## src/rtl/xc_aesmix_pkg.sv

```systemverilog
// Shared types and GF(2^8) helpers for the multi-column AES mix unit.
// Coefficients cover both MixColumns and InvMixColumns (XC_AESMIX_MULTI_DEC_EN selects use).
package xc_aesmix_pkg;

  localparam int COL_W = 32;

  typedef enum logic [1:0] {
    IDLE = 2'd0,
    BUSY = 2'd1,
    DONE = 2'd2
  } state_t;

  localparam logic [3:0] FWD_COEF [4] = '{4'h2, 4'h3, 4'h1, 4'h1};
  localparam logic [3:0] INV_COEF [4] = '{4'he, 4'hb, 4'hd, 4'h9};

  function automatic logic [7:0] xt2(input logic [7:0] b);
    return {b[6:0], 1'b0} ^ (b[7] ? 8'h1b : 8'h00);
  endfunction

  // Coefficients are constants at every call site, so the unused terms fold away.
  function automatic logic [7:0] gf_mul(input logic [7:0] a, input logic [3:0] c);
    logic [7:0] a2;
    logic [7:0] a4;
    logic [7:0] a8;
    a2 = xt2(a);
    a4 = xt2(a2);
    a8 = xt2(a4);
    return ({8{c[0]}} & a) ^ ({8{c[1]}} & a2) ^ ({8{c[2]}} & a4) ^ ({8{c[3]}} & a8);
  endfunction

endpackage

```

## src/rtl/xc_aesmix_col.sv

```systemverilog
// Combinational single-column MixColumns transform.
// Inverse path is built only when XC_AESMIX_MULTI_DEC_EN is defined.
module xc_aesmix_col
  import xc_aesmix_pkg::*;
(
  input  logic [COL_W-1:0] col,
  input  logic             enc,
  output logic [COL_W-1:0] mixed
);

  logic [7:0] b [4];

  genvar gi;
  generate
    for (gi = 0; gi < 4; gi++) begin : g_row
      logic [7:0] fwd;
      assign b[gi] = col[8*gi +: 8];
      // Row gi is the base coefficient row rotated right by gi.
      assign fwd = gf_mul(b[gi], FWD_COEF[0]) ^ gf_mul(b[(gi+1)%4], FWD_COEF[1]) ^
                   gf_mul(b[(gi+2)%4], FWD_COEF[2]) ^ gf_mul(b[(gi+3)%4], FWD_COEF[3]);
`ifdef XC_AESMIX_MULTI_DEC_EN
      logic [7:0] inv;
      assign inv = gf_mul(b[gi], INV_COEF[0]) ^ gf_mul(b[(gi+1)%4], INV_COEF[1]) ^
                   gf_mul(b[(gi+2)%4], INV_COEF[2]) ^ gf_mul(b[(gi+3)%4], INV_COEF[3]);
      assign mixed[8*gi +: 8] = enc ? fwd : inv;
`else
      assign mixed[8*gi +: 8] = fwd;
`endif
    end
  endgenerate

`ifndef XC_AESMIX_MULTI_DEC_EN
  logic unused_enc;
  assign unused_enc = enc;
`endif

endmodule

```

## src/rtl/xc_aesmix_multi.sv

```systemverilog
// Multi-column AES MixColumns unit: LANES columns per cycle over COLS columns.
// Define XC_AESMIX_MULTI_DEC_EN to enable InvMixColumns (enc = 0).
module xc_aesmix_multi
  import xc_aesmix_pkg::*;
#(
  parameter int COLS  = 4,
  parameter int LANES = 1
) (
  input  logic                  clock,
  input  logic                  resetn,
  input  logic                  flush,
  input  logic [COL_W-1:0]      flush_data,
  input  logic                  valid,
  input  logic                  enc,
  input  logic [COL_W*COLS-1:0] data,
  output logic                  ready,
  output logic [COL_W*COLS-1:0] result
);

  localparam int K  = COLS / LANES;
  localparam int GW = (K > 1) ? $clog2(K) : 1;

  generate
    if (!(COLS == 1 || COLS == 2 || COLS == 4) || (COLS % LANES) != 0) begin : g_bad_cfg
      $error("xc_aesmix_multi: COLS must be 1, 2 or 4 and divisible by LANES");
    end
  endgenerate

  state_t          state_reg, state_next;
  logic [GW-1:0]   grp_reg, grp_next, grp_sel;
  logic            write_en;
  logic [COL_W-1:0] lane_in  [LANES];
  logic [COL_W-1:0] lane_out [LANES];

  always_ff @(posedge clock or negedge resetn) begin
    if (!resetn) begin
      state_reg <= IDLE;
      grp_reg   <= '0;
    end else begin
      state_reg <= state_next;
      grp_reg   <= grp_next;
    end
  end

  always_comb begin
    state_next = state_reg;
    grp_next   = grp_reg;
    write_en   = 1'b0;
    if (flush) begin
      state_next = IDLE;
      grp_next   = '0;
    end else begin
      case (state_reg)
        IDLE: begin
          if (valid) begin
            write_en   = 1'b1;
            grp_next   = GW'(1);
            state_next = (K == 1) ? DONE : BUSY;
          end
        end
        BUSY: begin
          if (!valid) begin
            state_next = IDLE;
            grp_next   = '0;
          end else begin
            write_en = 1'b1;
            grp_next = grp_reg + GW'(1);
            if (grp_reg == GW'(K - 1)) state_next = DONE;
          end
        end
        DONE: begin
          state_next = IDLE;
          grp_next   = '0;
        end
        default: begin
          state_next = IDLE;
          grp_next   = '0;
        end
      endcase
    end
  end

  // IDLE always works on group 0; only BUSY walks the counter.
  assign grp_sel = (K > 1 && state_reg == BUSY) ? grp_reg : '0;
  assign ready   = (state_reg == DONE);

  genvar gi, gj;
  generate
    for (gi = 0; gi < LANES; gi++) begin : g_lane
      if (K == 1) begin : g_direct
        assign lane_in[gi] = data[COL_W*gi +: COL_W];
      end else begin : g_mux
        logic [COL_W-1:0] grp_col [K];
        for (gj = 0; gj < K; gj++) begin : g_grp
          assign grp_col[gj] = data[COL_W*(gj*LANES + gi) +: COL_W];
        end
        assign lane_in[gi] = grp_col[grp_sel];
      end

      xc_aesmix_col u_col (
        .col   (lane_in[gi]),
        .enc   (enc),
        .mixed (lane_out[gi])
      );
    end

    for (gi = 0; gi < COLS; gi++) begin : g_col
      logic             col_we;
      logic [COL_W-1:0] col_reg;
      assign col_we = write_en && (grp_sel == GW'(gi / LANES));

      always_ff @(posedge clock or negedge resetn) begin
        if (!resetn)     col_reg <= '0;
        else if (flush)  col_reg <= flush_data;
        else if (col_we) col_reg <= lane_out[gi % LANES];
      end

      assign result[COL_W*gi +: COL_W] = col_reg;
    end
  endgenerate

endmodule

```

## config.mk

```make
export PLATFORM = sky130hd
export DESIGN_NAME = xc_aesmix_multi
export DESIGN_NICKNAME = d
export VERILOG_FILES = /design/src/rtl/xc_aesmix_pkg.sv /design/src/rtl/xc_aesmix_col.sv /design/src/rtl/xc_aesmix_multi.sv
export SDC_FILE = /design/constraint.sdc
export NUM_CORES = 1
export LEC_CHECK = 0
export BUFFER_PORTS_ARGS = -buffer_cell sky130_fd_sc_hd__buf_2
export CAP_MARGIN = 10
export CORE_AREA = 2 2 146 148
export CTS_CLUSTER_SIZE = 40
export DETAILED_ROUTE_END_ITERATION = 7
export DIE_AREA = 0 0 148 150
export GPL_ROUTABILITY_DRIVEN = 0
export PLACE_DENSITY = 0.66
export SKIP_CTS_REPAIR_TIMING = 1
export SLEW_MARGIN = 15
export SYNTH_ARGS = -nofsm -noshare
export SYNTH_HDL_FRONTEND = slang
export SYNTH_SLANG_ARGS = --single-unit
```

## constraint.sdc

```tcl
create_clock -name clock -period 3.1 [get_ports clock]
set_input_delay 0.31 -clock clock [delete_from_list [all_inputs] [get_ports clock]]
set_output_delay 0.31 -clock clock [all_outputs]
set_load 0.01 [all_outputs]
```

==> flow_summary.ini <==
[critical_path]
critPathMaxFanout = 24
start_kind = flop
worst-endpoint-required_ns = 3.40
crit_arrival_ns = 3.26
r2r_setup_slack_ns = 0.14
worstSetupEndpointType = flop
critical_path.reg2reg.endpoint = g_col[2].col_reg[5]$_DFFE_PN0P_
timing.setup.critical_path_class = reg -> reg
worst_r2r_startpoint = grp_reg[0]$_DFFE_PN0P_
reg2reg_depth = 9

[floorplanning]
start_util = 0.394
floorplan.die.height_um = 150
ioPinCount = 294
design.core.area_sq_mm = 0.0207
die_area_sq_mm = 0.0222
core.rowCount = 53
die_x_um = 148

[clock_network]
worstSkewPairLatency_ns = 0.43
numCtsBuffers = 17
cts_htree_levels = 4
cts_tree = built
cts_sinks = 132
cts-root-to-sink-buffers = 2
clk_root_buffer_cell = sky130_fd_sc_hd__clkbuf_16
cts.clk_slew.worst_paths_ns = 0.06

[synthesis]
synth_area_sq_mm = 0.00816
postSynthNetCount = 960
async_reset_ff_frac = 1.00
netlist_instances = 794
synth.largest_area_cell = sky130_fd_sc_hd__dfrtp_1
yosys.area.top_type_share = 0.405
count_of_flip_flops_with_a_built_in_enable_after_synthesis = 0
synth_flop_cell = sky130_fd_sc_hd__dfrtp_1
yosys_register_bits = 132
postSynthAreaPerCell_sq_um = 10.3
number_of_library_cell_types_mapped_by_synthesis = 76
ys.warnings.count = 0
top_area_cells_in_the_synthesized_netlist = sky130_fd_sc_hd__dfrtp_1 (40%), sky130_fd_sc_hd__xnor2_1 (6.8%), sky130_fd_sc_hd__o221a_2 (5.2%), sky130_fd_sc_hd__a221o_1 (4.5%), sky130_fd_sc_hd__mux2i_1 (3.3%)
yosysSeqAreaShare = 0.405

[timing]
finClkSkew_ns = 0.0180
worstMarginPinSlew_ns = 0.949
final.min_clock_period_ns = 2.96
fmaxAchievable_mhz = 337
worst_slew_margin_rel = 0.365
drv_slew = 0
layout_worst_path_cycle_share = 0.956
timing_hold_violations_final = 13
timing.hold.ws_ns = -0.00493
setup_viol = 0

[drt]
detailedRoute.firstPassIterationCount = 5
vias_per_cell = 5.59
route.detailed.drc = 0
drt_iter0_markers = 436
postRouteAntennaNets = 0
postRouteWirelength_mm = 29.0
wl_per_cell_um = 21.0
detailroute.via_count = 7713

[cells_and_area]
num_antenna_cells = 0
postLayoutCoreUtil = 0.518
fin_cells = 1381
area_growth_pct = 31.3
largest_register_ffs = 128
most_frequent_standard_cell_in_the_layout_excluding_fill_and_tap_cells = sky130_fd_sc_hd__buf_2
drive_above_1_share = 0.410
nets = 1259
commonest_cells_after_routing_fill_and_taps_aside = sky130_fd_sc_hd__buf_2 (290), sky130_fd_sc_hd__dfrtp_1 (131), sky130_fd_sc_hd__xnor2_1 (60)

[pwr]
cellInternalPower_mw = 4.27
power.static_leakage_nw = 4.84
power_spent_charging_and_discharging_nets_mw = 2.21
power.share.switching = 0.341
power.clock.fraction = 0.309
cellPowerDensity_mw_per_mm2 = 606
combinationalPowerShare = 0.348
worst_ir_drop_vdd_uv = 350
seq_power_share = 0.343
total_power_mw = 6.49

[status]
violations = negative hold slack
run_status = finished, violations left

[global_routing]
global_route.usage.total = 0.259
grt_overflow_total = 0
first_global_vias = 7400
grt_max_degree = 99
antenna_found_initial = 0
grt_first_pass_wirelength_mm = 43.3

[job]
cap_violations = 0

[placement]
buffer_ports.inserted = 292
detailed_place_hpwl_mm = 22.3
dp.cells = 1344

[worst_hold_path]
hold_path.class = in -> async
-- synthesized netlist by cell type (3+ instances only) --
library cell                 n
sky130_fd_sc_hd__xnor2_1    63
sky130_fd_sc_hd__o221a_2    38
sky130_fd_sc_hd__o22ai_1    13
sky130_fd_sc_hd__buf_6       5
sky130_fd_sc_hd__and2_1     16
sky130_fd_sc_hd__o21a_1      7
sky130_fd_sc_hd__buf_2      13
sky130_fd_sc_hd__inv_1       3
sky130_fd_sc_hd__nand3_1     8
sky130_fd_sc_hd__xor3_1      3
sky130_fd_sc_hd__mux2_2     11
sky130_fd_sc_hd__mux2i_1    27
sky130_fd_sc_hd__xnor3_1     5
sky130_fd_sc_hd__clkbuf_1   35
sky130_fd_sc_hd__a211oi_2    3
sky130_fd_sc_hd__a211oi_1    4
sky130_fd_sc_hd__o21bai_1    5
sky130_fd_sc_hd__nand3b_1    6
sky130_fd_sc_hd__a22o_1      5
sky130_fd_sc_hd__nor2b_1    12
sky130_fd_sc_hd__nor3b_1     9
sky130_fd_sc_hd__nand2_1    54
sky130_fd_sc_hd__a21oi_1    46
sky130_fd_sc_hd__a22oi_1    10
sky130_fd_sc_hd__xor2_1     15
sky130_fd_sc_hd__o211ai_1   12
sky130_fd_sc_hd__a221o_1    37
sky130_fd_sc_hd__nor2_1     52
sky130_fd_sc_hd__dfrtp_1   132
sky130_fd_sc_hd__a211o_1     7
sky130_fd_sc_hd__o31a_1      4
sky130_fd_sc_hd__o21ai_0    32
sky130_fd_sc_hd__a31oi_1     8
sky130_fd_sc_hd__nor3_1      3
sky130_fd_sc_hd__o31ai_1    13
sky130_fd_sc_hd__buf_4       5
sky130_fd_sc_hd__nand2b_1   24
-- stage by stage --
step	setup WS, ns	TNS (ns)	area, sq um
after detailed placement	-0.0352	-0.0999	10000
after CTS	-0.0488	-0.142	10600
after global placement	0.00959	0	10000
final	0.136	0	10700
after floorplan	0.546	0	8160
after global routing	-0.00838	-0.0167	10700
-- cell type report --
type                            instances  area (sq um)
Clock inverter                         10           123
Sequential cell                       132          3300
Fill cell                            1990          9980
Clock buffer                           22           464
Timing Repair Buffer                  340          1840
Multi-Input combinational cell        599          4630
Tap cell                              275           344
Inverter                                3          11.3
-- kinds of logic after synthesis --
group | after synthesis | synth area share
AO/OA/AOI/OAI | 268 | 0.264
buffers and inverters | 63 | 0.0379
AND/OR/NAND/NOR | 203 | 0.128
XOR/XNOR | 89 | 0.115
multiplexers | 38 | 0.0483
flip-flops | 132 | 0.405
adder cells (fa/ha/maj) | 1 | 0.00153
-- layer usage --
| layer | vias up | global-route usage | routed length [um] | part of all wire |
|---|---|---|---|---|
| met4 | 0 | 0.0733 | 658 | 0.023 |
| met1 | 3716 | 0.345 | 12300 | 0.42 |
| met2 | 364 | 0.434 | 13800 | 0.48 |
| met5 | - | 0 | 0 | 0 |
| li1 | 3590 | - | - | - |
| met3 | 43 | 0.0451 | 2210 | 0.076 |
-- critical path, stage by stage (launching register included) --
cell	delay, ns
sky130_fd_sc_hd__dfrtp_2	0.35
sky130_fd_sc_hd__buf_4	0.23
sky130_fd_sc_hd__buf_4	0.31
sky130_fd_sc_hd__nand2b_1	0.25
sky130_fd_sc_hd__o22ai_1	0.18
sky130_fd_sc_hd__a211oi_1	0.47
sky130_fd_sc_hd__xnor3_1	0.34
sky130_fd_sc_hd__xnor2_1	0.35
sky130_fd_sc_hd__o21a_1	0.28
sky130_fd_sc_hd__a21oi_1	0.10
-- power groups by stage --
stage | registers [mW] | clock network [mW] | logic [mW]
floorplan | 2.37 | 0 | 1.16
global placement | 2.25 | 0 | 2.19
detailed placement | 2.25 | 0 | 2.22
CTS | 2.22 | 2.04 | 2.23
global route | 2.26 | 2.12 | 2.43
finish | 2.22 | 2.01 | 2.26
-- how the worst max path moves through the flow --
stage,from,endpoint,depth (start not counted)
floorplan,grp_reg[0]$_DFFE_PN0P_,g_col[1].col_reg[20]$_DFFE_PN0P_,10
global placement,grp_reg[0]$_DFFE_PN0P_,g_col[2].col_reg[25]$_DFFE_PN0P_,10
detailed placement,grp_reg[0]$_DFFE_PN0P_,g_col[2].col_reg[25]$_DFFE_PN0P_,10
CTS,grp_reg[0]$_DFFE_PN0P_,g_col[2].col_reg[25]$_DFFE_PN0P_,10
global route,grp_reg[0]$_DFFE_PN0P_,g_col[3].col_reg[28]$_DFFE_PN0P_,10
finish,grp_reg[0]$_DFFE_PN0P_,g_col[2].col_reg[5]$_DFFE_PN0P_,9
Note: power is estimated with default switching activity, not from simulation.
